$ cat src/rtl/health_alert_dispatcher.sv
// health_alert_dispatcher: pages pending severity codes highest-first over req/ack, retrying and escalating on silence
module health_alert_dispatcher #(
    parameter int ACK_TIMEOUT = 16,
    parameter int MAX_RETRY   = 3,
    parameter int HOLDOFF     = 8
) (
    input  logic       clock,
    input  logic       reset,
    input  logic [2:0] warningCode,
    input  logic       pagerAck,
    input  logic       clearEmergency,
    output logic       pagerReq,
    output logic [2:0] pagerCode,
    output logic       emergencyCall,
    output logic [2:0] emergencyCode,
    output logic [6:0] pendingMask,
    output logic       busy
);
    localparam int TW = $clog2(ACK_TIMEOUT);
    localparam int AW = $clog2(MAX_RETRY + 1);
    localparam int GW = $clog2(HOLDOFF + 1);

    typedef enum logic [1:0] {IDLE, REQ, DROP, GAP} stateType;

    stateType state, nextState;
    logic [2:0]    prevCode, topCode;
    logic [6:0]    setMask, clrMask;
    logic [TW-1:0] timer;
    logic [AW-1:0] attempt;
    logic [GW-1:0] gapCnt;
    logic          timeout, lastTry, gapDone, escalate, select;

    always_comb begin
        topCode = '0;
        for (int i = 0; i < 7; i++)
            if (pendingMask[i]) topCode = 3'(i + 1);
    end

    assign timeout  = timer == TW'(ACK_TIMEOUT - 1);
    assign lastTry  = attempt == AW'(MAX_RETRY - 1);
    assign gapDone  = gapCnt == GW'(HOLDOFF - 1);
    assign select   = state == IDLE && topCode != 3'd0;
    assign escalate = state == REQ && !pagerAck && timeout && lastTry;
    assign setMask  = (warningCode != 3'd0 && warningCode != prevCode) ? 7'(1) << (warningCode - 3'd1) : '0;
    assign clrMask  = select ? 7'(1) << (topCode - 3'd1) : '0;

    always_ff @(posedge clock or posedge reset) begin
        if (reset) state <= IDLE;
        else       state <= nextState;
    end

    always_comb begin
        nextState = state;
        case (state)
            IDLE:    nextState = select ? REQ : IDLE;
            REQ:     nextState = pagerAck ? GAP : !timeout ? REQ : lastTry ? GAP : DROP;
            DROP:    nextState = REQ;
            default: nextState = gapDone ? IDLE : GAP;
        endcase
    end

    always_comb begin
        pagerReq = state == REQ;
        busy     = state != IDLE;
    end

    // Capture set is applied after the selection clear, so a re-posted in-flight level survives
    always_ff @(posedge clock or posedge reset) begin
        if (reset) begin
            prevCode      <= '0;
            pendingMask   <= '0;
            pagerCode     <= '0;
            timer         <= '0;
            attempt       <= '0;
            gapCnt        <= '0;
            emergencyCall <= 1'b0;
            emergencyCode <= '0;
        end else begin
            prevCode      <= warningCode;
            pendingMask   <= (pendingMask & ~clrMask) | setMask;
            pagerCode     <= select ? topCode : pagerCode;
            timer         <= (state == REQ && !pagerAck && !timeout) ? timer + 1'b1 : '0;
            attempt       <= state == IDLE ? '0 : (state == REQ && !pagerAck && timeout) ? attempt + 1'b1 : attempt;
            gapCnt        <= state == GAP ? gapCnt + 1'b1 : '0;
            emergencyCall <= escalate | (emergencyCall & ~clearEmergency);
            emergencyCode <= escalate ? pagerCode : emergencyCode;
        end
    end
endmodule
$ cat config.mk
export PLATFORM = sky130hd
export DESIGN_NAME = health_alert_dispatcher
export DESIGN_NICKNAME = d
export VERILOG_FILES = /design/src/rtl/health_alert_dispatcher.sv
export SDC_FILE = /design/constraint.sdc
export NUM_CORES = 1
export LEC_CHECK = 0
export ABC_AREA = 0
export BUFFER_PORTS_ARGS = -buffer_cell sky130_fd_sc_hd__buf_4
export CELL_PAD_IN_SITES_DETAIL_PLACEMENT = 2
export CELL_PAD_IN_SITES_GLOBAL_PLACEMENT = 2
export CORE_MARGIN = 2
export CORE_UTILIZATION = 35
export CTS_CLUSTER_DIAMETER = 150
export CTS_CLUSTER_SIZE = 14
export DETAILED_ROUTE_END_ITERATION = 7
export PLACE_DENSITY = 0.83
export SYNTH_ARGS = -nofsm -noshare
export SYNTH_HDL_FRONTEND = slang
export SYNTH_SLANG_ARGS = --single-unit
$ cat constraint.sdc
create_clock -name clock -period 2.4 [get_ports clock]
set_clock_uncertainty 0.05 [all_clocks]
set_input_delay 0.12 -clock clock [delete_from_list [all_inputs] [get_ports clock]]
set_output_delay 0.12 -clock clock [all_outputs]
set_load 0.02 [all_outputs]
Word level (Yosys, flattened, before mapping)
Index checks and enable logic that the tools add are counted.
{ "word_totals": {"ff_bits": 29, "inputBits": 7, "output_inout_bits": 16, "elab_cells": 61} }
{ "classes": {"addsub": 5, "n_eq_ne": 7, "shifts": 2, "mux": 19, "bitwise_logic": 6, "reduce_logical": 13} }
{ "ops": {"columns": ["cell", "count"], "rows": [
  ["$mux 3", 6],
  ["$mux 7", 2],
  ["$shl 1x3->7 const A", 2],
  ["$mux 2", 5],
  ["$add 4x1->4 const B", 2],
  ["$mux 4", 2],
  ["$and 7x7->7", 1],
  ["$not 7->7", 1],
  ["$or 7x7->7", 1],
  ["$eq 2x2->1 const B", 3],
  ["$logic_and 1x1->1", 6],
  ["$pmux 2 s3", 1],
  ["$reduce_bool 3->1", 2],
  ["$sub 3x1->3 const B", 2],
  ["$eq 4x3->1 const B", 1],
  ["$eq 4x4->1 const B", 1],
  ["$reduce_bool 2->1", 2],
  ["$mux 1", 3],
  ["$ne 3x3->1", 1],
  ["$add 2x1->2 const B", 1],
  ["$eq 2x1->1 const B", 1],
  ["$logic_not 1->1", 2],
  ["$logic_not 2->1", 1],
  ["$and 1x1->1", 1],
  ["other kinds (2)", 2]
]} }

Longest topological paths before layout
Gate-level depths: netlist (run 1).
{ "depth": {"word_depth": 13, "ltp_mapped": 8, "depth_no_buf": 8} }

Least setup slack after synthesis (run 1)
Ideal clock, no wire load.
{ "synth_path": {"kind": "register to register", "start": "register pendingMask[4]", "end": "register pendingMask[4]", "setup_time_ns": 0.128, "t_arrival_ns": 1.916, "required_time_ns": 2.222, "slack_ns": 0.306, "stages_incl_launch_ff": 7, "path_buffers": 0, "period_less_slack_ns": 2.094, "cell_sequence": "dfrtp_1 o31ai_2 nor3_1 ha_1 or3_4 o31ai_2 o21ai_1"} }
{ "synth_via": {"elab_chain_len": 9, "word_cells_on_any_way": 11, "classes_between": "1 x add/sub; 1 x shift; 4 x mux; 3 x bitwise; 2 x reduce/logical"} }
{ "synth_rtl": {"columns": ["element", "line_no", "rtl"], "rows": [
  ["from (decl)", "16", "output logic [6:0] pendingMask,"],
  ["from (signal assigned)", "80", "pendingMask <= (pendingMask & ~clrMask) | setMask;"],
  ["$mux 3 (3 in series)", "36", "if (pendingMask[i]) topCode = 3'(i + 1);"],
  ["$sub 3x1->3 / $reduce_bool 3->1 (equally long branches)", "45, 42", null],
  ["$shl 1x3->7 / $logic_and 1x1->1 (equally long branches)", "45, 42", null],
  ["$mux 7", "45", "assign clrMask = select ? 7'(1) << (topCode - 3'd1) : '0;"],
  ["$not 7->7", "80", null],
  ["$and 7x7->7 *", "80", null],
  ["$or 7x7->7 *", "80", null]
]} }
Mark *: on every way between the ends. The rest lies on a longest branch, timed or not.
A chain may end at the register's enable or synchronous reset.

Final worst setup path (run 1)
{ "layout_path": {"start": "register pendingMask[4]", "end": "register pendingMask[3]"} }
{ "layout_via": {"elab_chain_len": 9, "word_cells_on_any_way": 11, "classes_between": "1 x add/sub; 1 x shift; 4 x mux; 3 x bitwise; 2 x reduce/logical"} }
{ "layout_rtl": {"columns": ["element", "line_no"], "rows": [
  ["$mux 3 * (3 in series)", "36"],
  ["$sub 3x1->3 / $reduce_bool 3->1 (equally long branches)", "45, 42"],
  ["$shl 1x3->7 / $logic_and 1x1->1 (equally long branches)", "45, 42"],
  ["$mux 7 *", "45"],
  ["$not 7->7 *", "80"],
  ["$and 7x7->7 *", "80"],
  ["$or 7x7->7 *", "80"]
]} }
Marked as above.

==> results of run 1 <==
[cell type report]
cell class                 count  share of cell area [%]
clock inverter                 1                   0.292
multi-input combinational     88                    34.4
tap                           48                    3.50
clock buffer                   7                    5.61
sequential                    29                    42.3
timing repair buffer          27                    12.4
inverter                       7                    1.53
[synth_stat cells, drive strengths merged (2+ instances only)]
library cell	n	area share, %
xor2	2	1.3
o31ai	7	4.6
nor2	15	4.7
buf	3	1.6
a21oi	4	1.5
dfrtp	29	53
ha	5	4.6
mux2	4	3.3
or2	2	1.1
nand2	9	2.5
nand3b	2	1.1
o21ai	8	2.9
nand3	7	2.6
inv	7	1.9
xnor2	5	3.2
a31oi	2	0.92
and3	3	1.4
[cells by family (layout without fill, tap and decap cells)]
kind of cell	after synthesis	count (layout)	synth area share [%]
flip-flops	29	29	53.2
AO/OA/AOI/OAI	27	27	13.8
XOR/XNOR	7	7	4.50
AND/OR/NAND/NOR	44	44	16.4
buffers and inverters	10	42	3.49
adder cells (fa/ha/maj)	5	5	4.59
multiplexers	5	5	4.04
[timing repair]
item,in CTS,in global routing
setup endpoints to repair,0,0
hold buffers,4,0
buffers inserted,0,0
endpoints found under the hold margin,32,0
[state kept, by name (all words and copies together) (netlist names)]
name,cells
timer,4
gapCnt,4
emergencyCode,3
attempt,2
prevCode,3
pendingMask,7
pagerCode,3
emergencyCall,1
state,2
[report_power, final]
part / switching [mW] / leakage, nW / internal [mW]
logic: 0.135 / 0.407 / 0.107
registers: 0.0667 / 0.333 / 0.548
clock network: 0.190 / 0.0542 / 0.259
[worst paths after layout]
path / cells after the start / start / endpoint
worst min register to register: 1 / timer[0] / timer[0]
min in group asynchronous: 4 / reset / attempt[0]
worst max-delay path: 7 / pendingMask[4] / pendingMask[3]
worst min-delay path: 3 / clearEmergency / emergencyCall
max in group asynchronous: 4 / reset / timer[1]
worst max register to register: 7 / pendingMask[4] / pendingMask[3]
[cell usage in the layout, fill, tap and decap left out, types with 5 or more instances in the layout]
cell,count
inv_1,7
dfrtp_1,29
buf_4,23
ha_1,5
o31ai_1,5
clkbuf_8,7
o21ai_1,6
nand3_1,7
xnor2_1,5
nand2_1,9
nor2_1,14
[worst register-to-register path, delay by kind of cell, from the launching register on]
family / cells / cell delay [ns]
compound gates: 2 / 0.75
simple gates: 4 / 0.55
flops: 1 / 0.48
fa+ha+maj: 1 / 0.25
[metal layers]
| layer | vias up | share of wire (%) | GRT usage [%] |
|---|---|---|---|
| li1 | 506 | - | - |
| met1 | 547 | 44 | 21.8 |
| met2 | 22 | 51 | 30.5 |
| met3 | 7 | 3.3 | 5.11 |
| met4 | 0 | 1.6 | 5.36 |
| met5 | - | 0 | 0 |
==> out/metrics.csv, run 1 <==
metric;value;unit
CORE AREA;0.00372;sq mm
fin crit share;92.5;%
Critical Path Source Type;flop;
Clk Latency, worst-skew pair;0.28;ns
I/O Buffers;22;
Synth Instances;127;
Final Hold Fails;0;
YS warnings;0;
Mapped Area;0.00136;sq mm
worst slack, placed;0.229;ns
RSZ-0062 raised after global routing;no;
initial antenna violation count;0;
Hold Crit Class;primary input to flop;
PnR Total Power;1.31;mW
normalized max-slew margin;64.5;%
CP Capture Type;flop;
EDFF count, synth;0;
Layout fillers;403;
status;completed;
ys async rst share;100;%
CTS buffer count;5;
nets@finish;170;
setup ws final;0.180;ns
max_cap viols;0;
Placed Area;0.00158;sq mm
Multi-input gate area;591;sq um
Setup CP Type;flop to flop;
WHS;0.0653;ns
Final Setup Violations;0;
min Tclk post-route;2.22;ns
critical path buffer and inverter count;0;
Power Density;761;mW/mm^2
Data required, critical path;2.49;ns
CP delay by family, top;compound AO/OA/AOI/OAI gates;
chip height;66.4;microns
Layout Cells excl Fill;207;
Fmax achieved;451;MHz
Top cell by count, worst path;nand2_1;
Vias/cell;5.23;
Initial Util;36.7;%
TritonRoute pass-1 iters;4;
critical path peak fanout;8;
vias post-DR;1082;
Avg Synthesized Cell Area;10.7;sq um
leakage power;0.795;nW
Max clock buf depth;2;
worst slew pin tran;0.526;ns
syn_nets;139;
share of layout cells above drive strength 1;25.2;%
Clk Tree Root Cell;clkbuf_8;
slowest library cell on the worst path;dfrtp_1;
Final Core Density;46.2;%
r2r setup slk;0.18;ns
Rows;22;
GRT Overall Usage;17.9;%
antenna viol nets, final;0;
area grow syn2layout;25.9;%
WL final;3380;microns
setup TNS;0;ns
Ports;23;
clk slew on worst S/H paths;0.07;ns
Crit path largest cell delay;0.48;ns
first-pass GRT wire length;5800;microns
number of global-route vias before repair;1191;
Slew Viols, Final;0;
largest net degree at the start of global routing;30;
Finished Cell Area;0.00172;sq mm
CTS tree;built;
Cell variety after synth;35;
drt wl/cell;16.3;microns
number of H-tree levels;2;
register area share after synthesis;53.2;%
VDD IR-drop max;0.324;mV
routability cong.;0.861;
Post-synth top flop;dfrtp_1;
storage element area;726;sq um
critical path, cell by cell;o31ai_2 -> nor3_1 -> ha_1 -> nor2_4 -> nand2_1 -> o31ai_1 -> nand2_1;
crit path DAT;2.31;ns
GRT overflow;0;
# diodes;0;
Starting DRT DRC Count;37;
Placed Cells;195;
Seq cells post-synth;29;
Chip Width;66.4;microns
clk sinks;29;
detailed placer's ending HPWL;2470;microns
die area;0.00441;sq mm
Post-CTS Resized;0;
Residual DRC;0;
(Power assumes the default switching activity.)
==> run 2: changes to the inputs <==
Settings changed: ABC_AREA 0 to 1, CORE_UTILIZATION 35 to 32.
==> run 2 against run 1 <==
  * First-iteration DRC count unchanged
  * Count of clock-buffer cells in the layout is the same
  * Non-clock buffer count grew 1
  * Critical path type unchanged
  * Critical endpoint is now pendingMask[1]
==> out/metrics.csv, run 2 <==
metric;value;unit;change
status;completed;;
GRT Overall Usage;16.8;%;-1.0 points
VDD IR-drop max;0.384;mV;+19%
Starting DRT DRC Count;37;;unchanged
largest net degree at the start of global routing;30;;unchanged
Power Density;979;mW/mm^2;+29%
register area share after synthesis;53.4;%;+0.15 points
Chip Width;69.2;microns;+4.2%
number of global-route vias before repair;1335;;+12%
GRT overflow;0;;unchanged
worst flop-to-flop path startpoint;pendingMask[3];;
ys async rst share;100;%;unchanged
largest registers;pendingMask: 7 flops, gapCnt: 4 flops, timer: 4 flops;;
largest area contributor in the netlist;dfrtp_1;;
routability cong.;0.781;;-9.3%
largest register by flop count;pendingMask;;
Rows;23;;+4.5%
CTS tree;built;;
Data required, critical path;2.52;ns;+0.03 ns
leakage power;0.896;nW;+13%
Clk Latency, worst-skew pair;0.28;ns;about the same
worst slew pin tran;0.383;ns;-0.143 ns
synth top area cells;dfrtp_1 (53%), nand2_1 (9.4%), inv_1 (8.0%), nand3_1 (4.8%), ha_1 (4.6%);;
critical path peak fanout;7;;-1
Finished Cell Area;0.00175;sq mm;+1.7%
antenna viol nets, final;0;;unchanged
Initial Util;33.5;%;-3.2 points
Placed Cells;233;;+19%
Clk Tree Root Cell;clkbuf_8;;
Residual DRC;0;;unchanged
Final Hold Fails;0;;unchanged
vias post-DR;1187;;+9.7%
Slew Viols, Final;0;;unchanged
setup TNS;0;ns;unchanged
I/O Buffers;22;;unchanged
Avg Synthesized Cell Area;8.50;sq um;-21%
Mapped Area;0.00136;sq mm;-0.28%
area fraction of the dominant cell type after synthesis;53.4;%;+0.15 points
most frequent cells in the layout;nand2_1 (34), inv_1 (29), dfrtp_1 (29);;
first-pass GRT wire length;6330;microns;+9.2%
clk sinks;29;;unchanged
normalized max-slew margin;74.5;%;+10 points
die area;0.00479;sq mm;+8.5%
Seq cells post-synth;29;;unchanged
detailed placer's ending HPWL;2800;microns;+13%
area grow syn2layout;28.4;%;
commonest non-fill, non-tap cell in the layout;nand2_1;;
CORE AREA;0.00406;sq mm;+9.2%
Placed Area;0.00160;sq mm;+1.3%
CTS buffer count;5;;unchanged
# diodes;0;;unchanged
Setup CP Type;flop to flop;;
most common cell in the netlist;nand2_1;;
syn_nets;172;;+24%
Critical Path Source Type;flop;;
hold path start;pagerAck;;
chip height;69.2;microns;+4.2%
crit path DAT;2.11;ns;-0.20 ns
Post-synth top flop;dfrtp_1;;
YS warnings;0;;unchanged
min Tclk post-route;1.98;ns;-0.237 ns
Synth Instances;160;;+26%
Final Core Density;43.0;%;-3.1 points
TritonRoute pass-1 iters;4;;unchanged
Max clock buf depth;2;;unchanged
postcts setup bufs;0;;unchanged
EDFF count, synth;0;;unchanged
Critical path origin;pendingMask[3];;
Ports;23;;unchanged
clk slew on worst S/H paths;0.06;ns;about the same
Vias/cell;4.83;;-7.7%
Fmax achieved;504;MHz;+12%
nets@finish;207;;+22%
max reg flops;7;;unchanged
initial antenna violation count;0;;unchanged
Cell variety after synth;20;;-43%
fin crit share;82.6;%;-9.9 points
number of H-tree levels;2;;unchanged
RSZ-0062 raised after global routing;no;;
Hold Crit Class;primary input to flop;;
share of layout cells above drive strength 1;19.4;%;-5.8 points
WL final;3520;microns;+4.1%
CP Capture Type;flop;;
Layout Cells excl Fill;246;;+19%
WHS;0.0586;ns;-0.00670 ns
synth cell count leaders;nand2_1 (34), dfrtp_1 (29), inv_1 (29), nand3_1 (13), nor2_1 (13);;
max_cap viols;0;;unchanged
Final Setup Violations;0;;unchanged
drt wl/cell;14.3;microns;-12%
run 2: metal layers:
metal  vias up  share of wire [%]  GRT usage [%]
li1        577                  -              -
met1       572                 42           18.4
met2        27                 50           29.6
met3        11                5.5           6.10
met4         0                2.6           6.54
met5         -                  0              0
run 2: cell families after synthesis:
family,after synthesis,synth area share [%]
AOI/OAI and AO/OA,20,7.73
xor gates and xnor gates,4,2.58
adders and majority gates,5,4.60
buffers and inverters,30,8.28
DFF,29,53.4
and+or+nand+nor,72,23.5
run 2: where the power goes:
| group | switching [mW] | internal (mW) | total, mW |
|---|---|---|---|
| clock network | 0.184 | 0.259 | 0.443 |
| logic | 0.393 | 0.209 | 0.602 |
| registers | 0.0754 | 0.590 | 0.666 |
| total | 0.652 | 1.06 | 1.71 |
run 2: final timing paths:
kind                       cells after the start  slack, ns        endpoint
max in group asynchronous                      4       1.60  pendingMask[4]
hold / removal                                 3       0.06        state[1]
min in group asynchronous                      4       0.42        state[0]
hold reg to reg                                1       0.41       gapCnt[0]
setup / recovery                              13       0.42  pendingMask[1]
setup reg to reg                              13       0.42  pendingMask[1]
run 2: layout make-up:
type | count | area, sq um
sequential | 29 | 726
clock inverter | 1 | 5.00
clock buffer | 7 | 96.3
tap | 50 | 62.6
fill | 447 | 2310
multi-input combinational | 101 | 522
timing repair buffer | 28 | 223
inverter | 30 | 113
run 2: worst max-delay path, cell delays in order, from the launching register on:
cell     delay [ns]
dfrtp_1        0.40
nor2_1         0.17
o21ai_0        0.11
nand3_1        0.21
nor2_1         0.08
ha_1           0.18
inv_1          0.06
nand2_2        0.09
inv_2          0.10
nand2_1        0.09
inv_1          0.09
nand4_1        0.12
nand2_1        0.08
nand2_1        0.04
run 2: stage by stage:
stage / power, mW / setup slack [ns]
3_3_place_gp: 1.24 / 0.590
6_report: 1.71 / 0.417
5_1_grt: 1.84 / 0.131
2_1_floorplan: 1.03 / 0.622
3_5_place_dp: 1.28 / 0.409
4_1_cts: 1.74 / 0.391
run 2: timing repair:
action	in CTS	in global routing
setup endpoints to repair	0	0
hold buffers	5	0
gates resized for setup	0	0
endpoints found under the hold margin	33	0
==> run 3: changes to the inputs <==
Settings changed: CORE_UTILIZATION 32 to 29, PLACE_DENSITY 0.83 to 0.79.
Clock period 2.4 ns to 1.61 ns, I/O delays scaled along.
==> run 3 against run 2 <==
  * The flow now finishes with violations (negative setup slack)
  * Sequential power rose by 52%
  * Register-to-register slack got worse by 0.47 ns
  * Count of clock-buffer cells in the layout did not move
  * Flip-flop and latch count did not move
  * Cell count rose by 4.9%
  * Die area rose by 9.7%
  * Sequential share of layout area fell by 3.7 points
  * Clock power rose by 51%
  * Global-route usage rose by 0.064 points
  * Largest cell class unchanged
  * Highest routed layer unchanged
==> out/metrics.csv, run 3 (synthesized netlist as in run 2, its figures left out) <==
metric;value;unit;change
CTS tree;built;;
failing checks;negative setup slack;;
clk sinks;29;;unchanged
critical path peak fanout;4;;-3
share of layout cells above drive strength 1;33.5;%;+14 points
switch share;39.7;%;+1.5 points
first-pass GRT wire length;6690;microns;+5.7%
Slew Viols, Final;0;;unchanged
Layout Cells excl Fill;258;;+4.9%
die area;0.00525;sq mm;+9.7%
detailed placer's ending HPWL;2960;microns;+5.5%
Final Setup Violations;4;;+4
initial antenna violation count;0;;unchanged
reg2reg path depth;15;;+2
Pint;1.73;mW;+64%
max reg flops;7;;unchanged
Rows;24;;+4.3%
Hold Crit Class;primary input to async pin;;
chip height;72.5;microns;+4.7%
Top cell by count, worst path;nand2_1;;
max_cap viols;0;;unchanged
worst slack, placed;-0.0976;ns;-0.507 ns
Clk Tree Root Cell;clkbuf_8;;
clk slew on worst S/H paths;0.07;ns;about the same
CP delay by family, top;simple AND/OR/NAND/NOR gates;;
RSZ-0062 raised after global routing;yes;;
Residual DRC;0;;unchanged
Final Hold Fails;0;;unchanged
nets@finish;217;;+4.8%
TritonRoute pass-1 iters;2;;-2
commonest non-fill, non-tap cell in the layout;buf_4;;
Gate power share;41.3;%;+6.1 points
leakage power;0.968;nW;+8.0%
routability cong.;0.761;;-2.5%
CTS buffer count;5;;unchanged
Critical Path Source Type;flop;;
crit path DAT;1.78;ns;-0.33 ns
min Tclk post-route;1.66;ns;-0.325 ns
fin crit share;103;%;+20 points
Critical path origin;pendingMask[1];;
GRT overflow;0;;unchanged
number of global-route vias before repair;1451;;+8.7%
worst slew pin tran;0.271;ns;-0.112 ns
Psw;1.14;mW;+74%
VDD IR-drop max;0.445;mV;+16%
Crit path largest cell delay;0.43;ns;+0.03 ns
Reg2Reg Capture Point;pendingMask[1];;
Clk network pwr share;23.4;%;-2.5 points
Vias/cell;4.88;;+1.1%
critical path, cell by cell;inv_2 -> nand2_1 -> nand2_1 -> nand2_2 -> nand2_4 -> nor2_4 -> ha_4 -> inv_2 -> nand2_4 -> inv_4 -> nand2_4 -> inv_2 -> nand4_1 -> nand2_1 -> nand2_1;;
critical path depth;15;;+2
worst flop-to-flop path startpoint;pendingMask[1];;
largest register by flop count;pendingMask;;
r2r setup slk;-0.05;ns;-0.47 ns
Clk Latency, worst-skew pair;0.28;ns;about the same
I/O Buffers;22;;unchanged
CP Capture Type;flop;;
antenna viol nets, final;0;;unchanged
slowest library cell on the worst path;dfrtp_2;;
GRT Overall Usage;16.9;%;+0.064 points
part of the power in registers;35.3;%;-3.6 points
Fmax achieved;603;MHz;+20%
CORE AREA;0.00444;sq mm;+9.5%
WL final;4060;microns;+15%
status;finished with violations;;
drt wl/cell;15.7;microns;+10%
Max clock buf depth;2;;unchanged
Initial Util;30.6;%;-2.9 points
Starting DRT DRC Count;29;;-22%
largest net degree at the start of global routing;30;;unchanged
number of H-tree levels;2;;unchanged
Ports;23;;unchanged
most frequent cells in the layout;buf_4 (31), nand2_1 (29), dfrtp_1 (25);;
critical path buffer and inverter count;4;;+1
area grow syn2layout;42.1;%;
WHS;0.360;ns;+0.301 ns
vias post-DR;1259;;+6.1%
Power Density;1480;mW/mm^2;+52%
Setup CP Type;flop to flop;;
normalized max-slew margin;81.9;%;+7.4 points
critical path capture point;pendingMask[1];;
largest registers;pendingMask: 7 flops, gapCnt: 4 flops, timer: 4 flops;;
Data required, critical path;1.74;ns;-0.78 ns
setup ws final;-0.0481;ns;-0.465 ns
Placed Cells;243;;+4.3%
Chip Width;72.5;microns;+4.7%
# diodes;0;;unchanged
run 3: worst reg2reg max path, stage by stage, from the launching register on:
cell     delay [ns]
dfrtp_2        0.43
inv_2          0.05
nand2_1        0.04
nand2_1        0.08
nand2_2        0.08
nand2_4        0.08
nor2_4         0.04
ha_4           0.15
inv_2          0.06
nand2_4        0.07
inv_4          0.08
nand2_4        0.06
inv_2          0.06
nand4_1        0.09
nand2_1        0.08
nand2_1        0.05
run 3: cell type report:
cell class                 count  area (sq um)
fill                         498          2510
sequential                    29           731
multi-input combinational    101           608
timing repair buffer          38           313
inverter                      30           115
clock buffer                   7          96.3
tap                           52          65.1
clock inverter                 1          5.00
run 3: power by group through the flow:
stage               Combinational, mW  Sequential, mW  Clock [mW]
floorplan                       0.484            1.10           0
CTS                              1.14            1.02       0.698
finish                           1.19            1.01       0.670
global placement                0.990            1.01           0
global route                     1.30            1.04       0.736
detailed placement               1.06            1.02           0
run 3: how the worst min path moves through the flow:
stage	slack (ns)	depth (start not counted)	endpoint	from
after floorplan	0.06	0	prevCode[0]	warningCode[0]
after global placement	0.09	3	pendingMask[5]	reset
after detailed placement	0.1	3	prevCode[2]	reset
after CTS	0.35	4	pendingMask[0]	reset
after global routing	0.39	4	pendingMask[0]	reset
final	0.36	4	prevCode[0]	reset
run 3: through the flow:
step	setup TNS, ns	total power, mW	cell area [sq um]	utilization [%]
final	-0.122	2.87	1930	43.5
after global routing	-0.712	3.07	1930	43.5
after CTS	-0.115	2.85	1910	43.0
after detailed placement	-0.424	2.08	1710	38.5
after global placement	-0.0991	2.00	1710	38.5
after floorplan	-0.189	1.58	1400	-
run 3: metal layers:
| layer | GRT usage (%) | part of all wire, % | routed length (microns) | vias to the layer above |
|---|---|---|---|---|
| met5 | 0 | 0 | 0 | - |
| met4 | 6.17 | 1.5 | 59 | 0 |
| met3 | 3.89 | 3.5 | 143 | 8 |
| met1 | 17.6 | 39 | 1600 | 633 |
| li1 | - | - | - | 597 |
| met2 | 32.6 | 56 | 2260 | 21 |
run 3: what timing repair did:
action,CTS,global route
hold buffers,6,0
gates resized for setup,9,8
buffers inserted,0,1
gates cloned,0,0
pin swaps,6,4
endpoints found under the hold margin,34,0
setup endpoints to repair,9,12
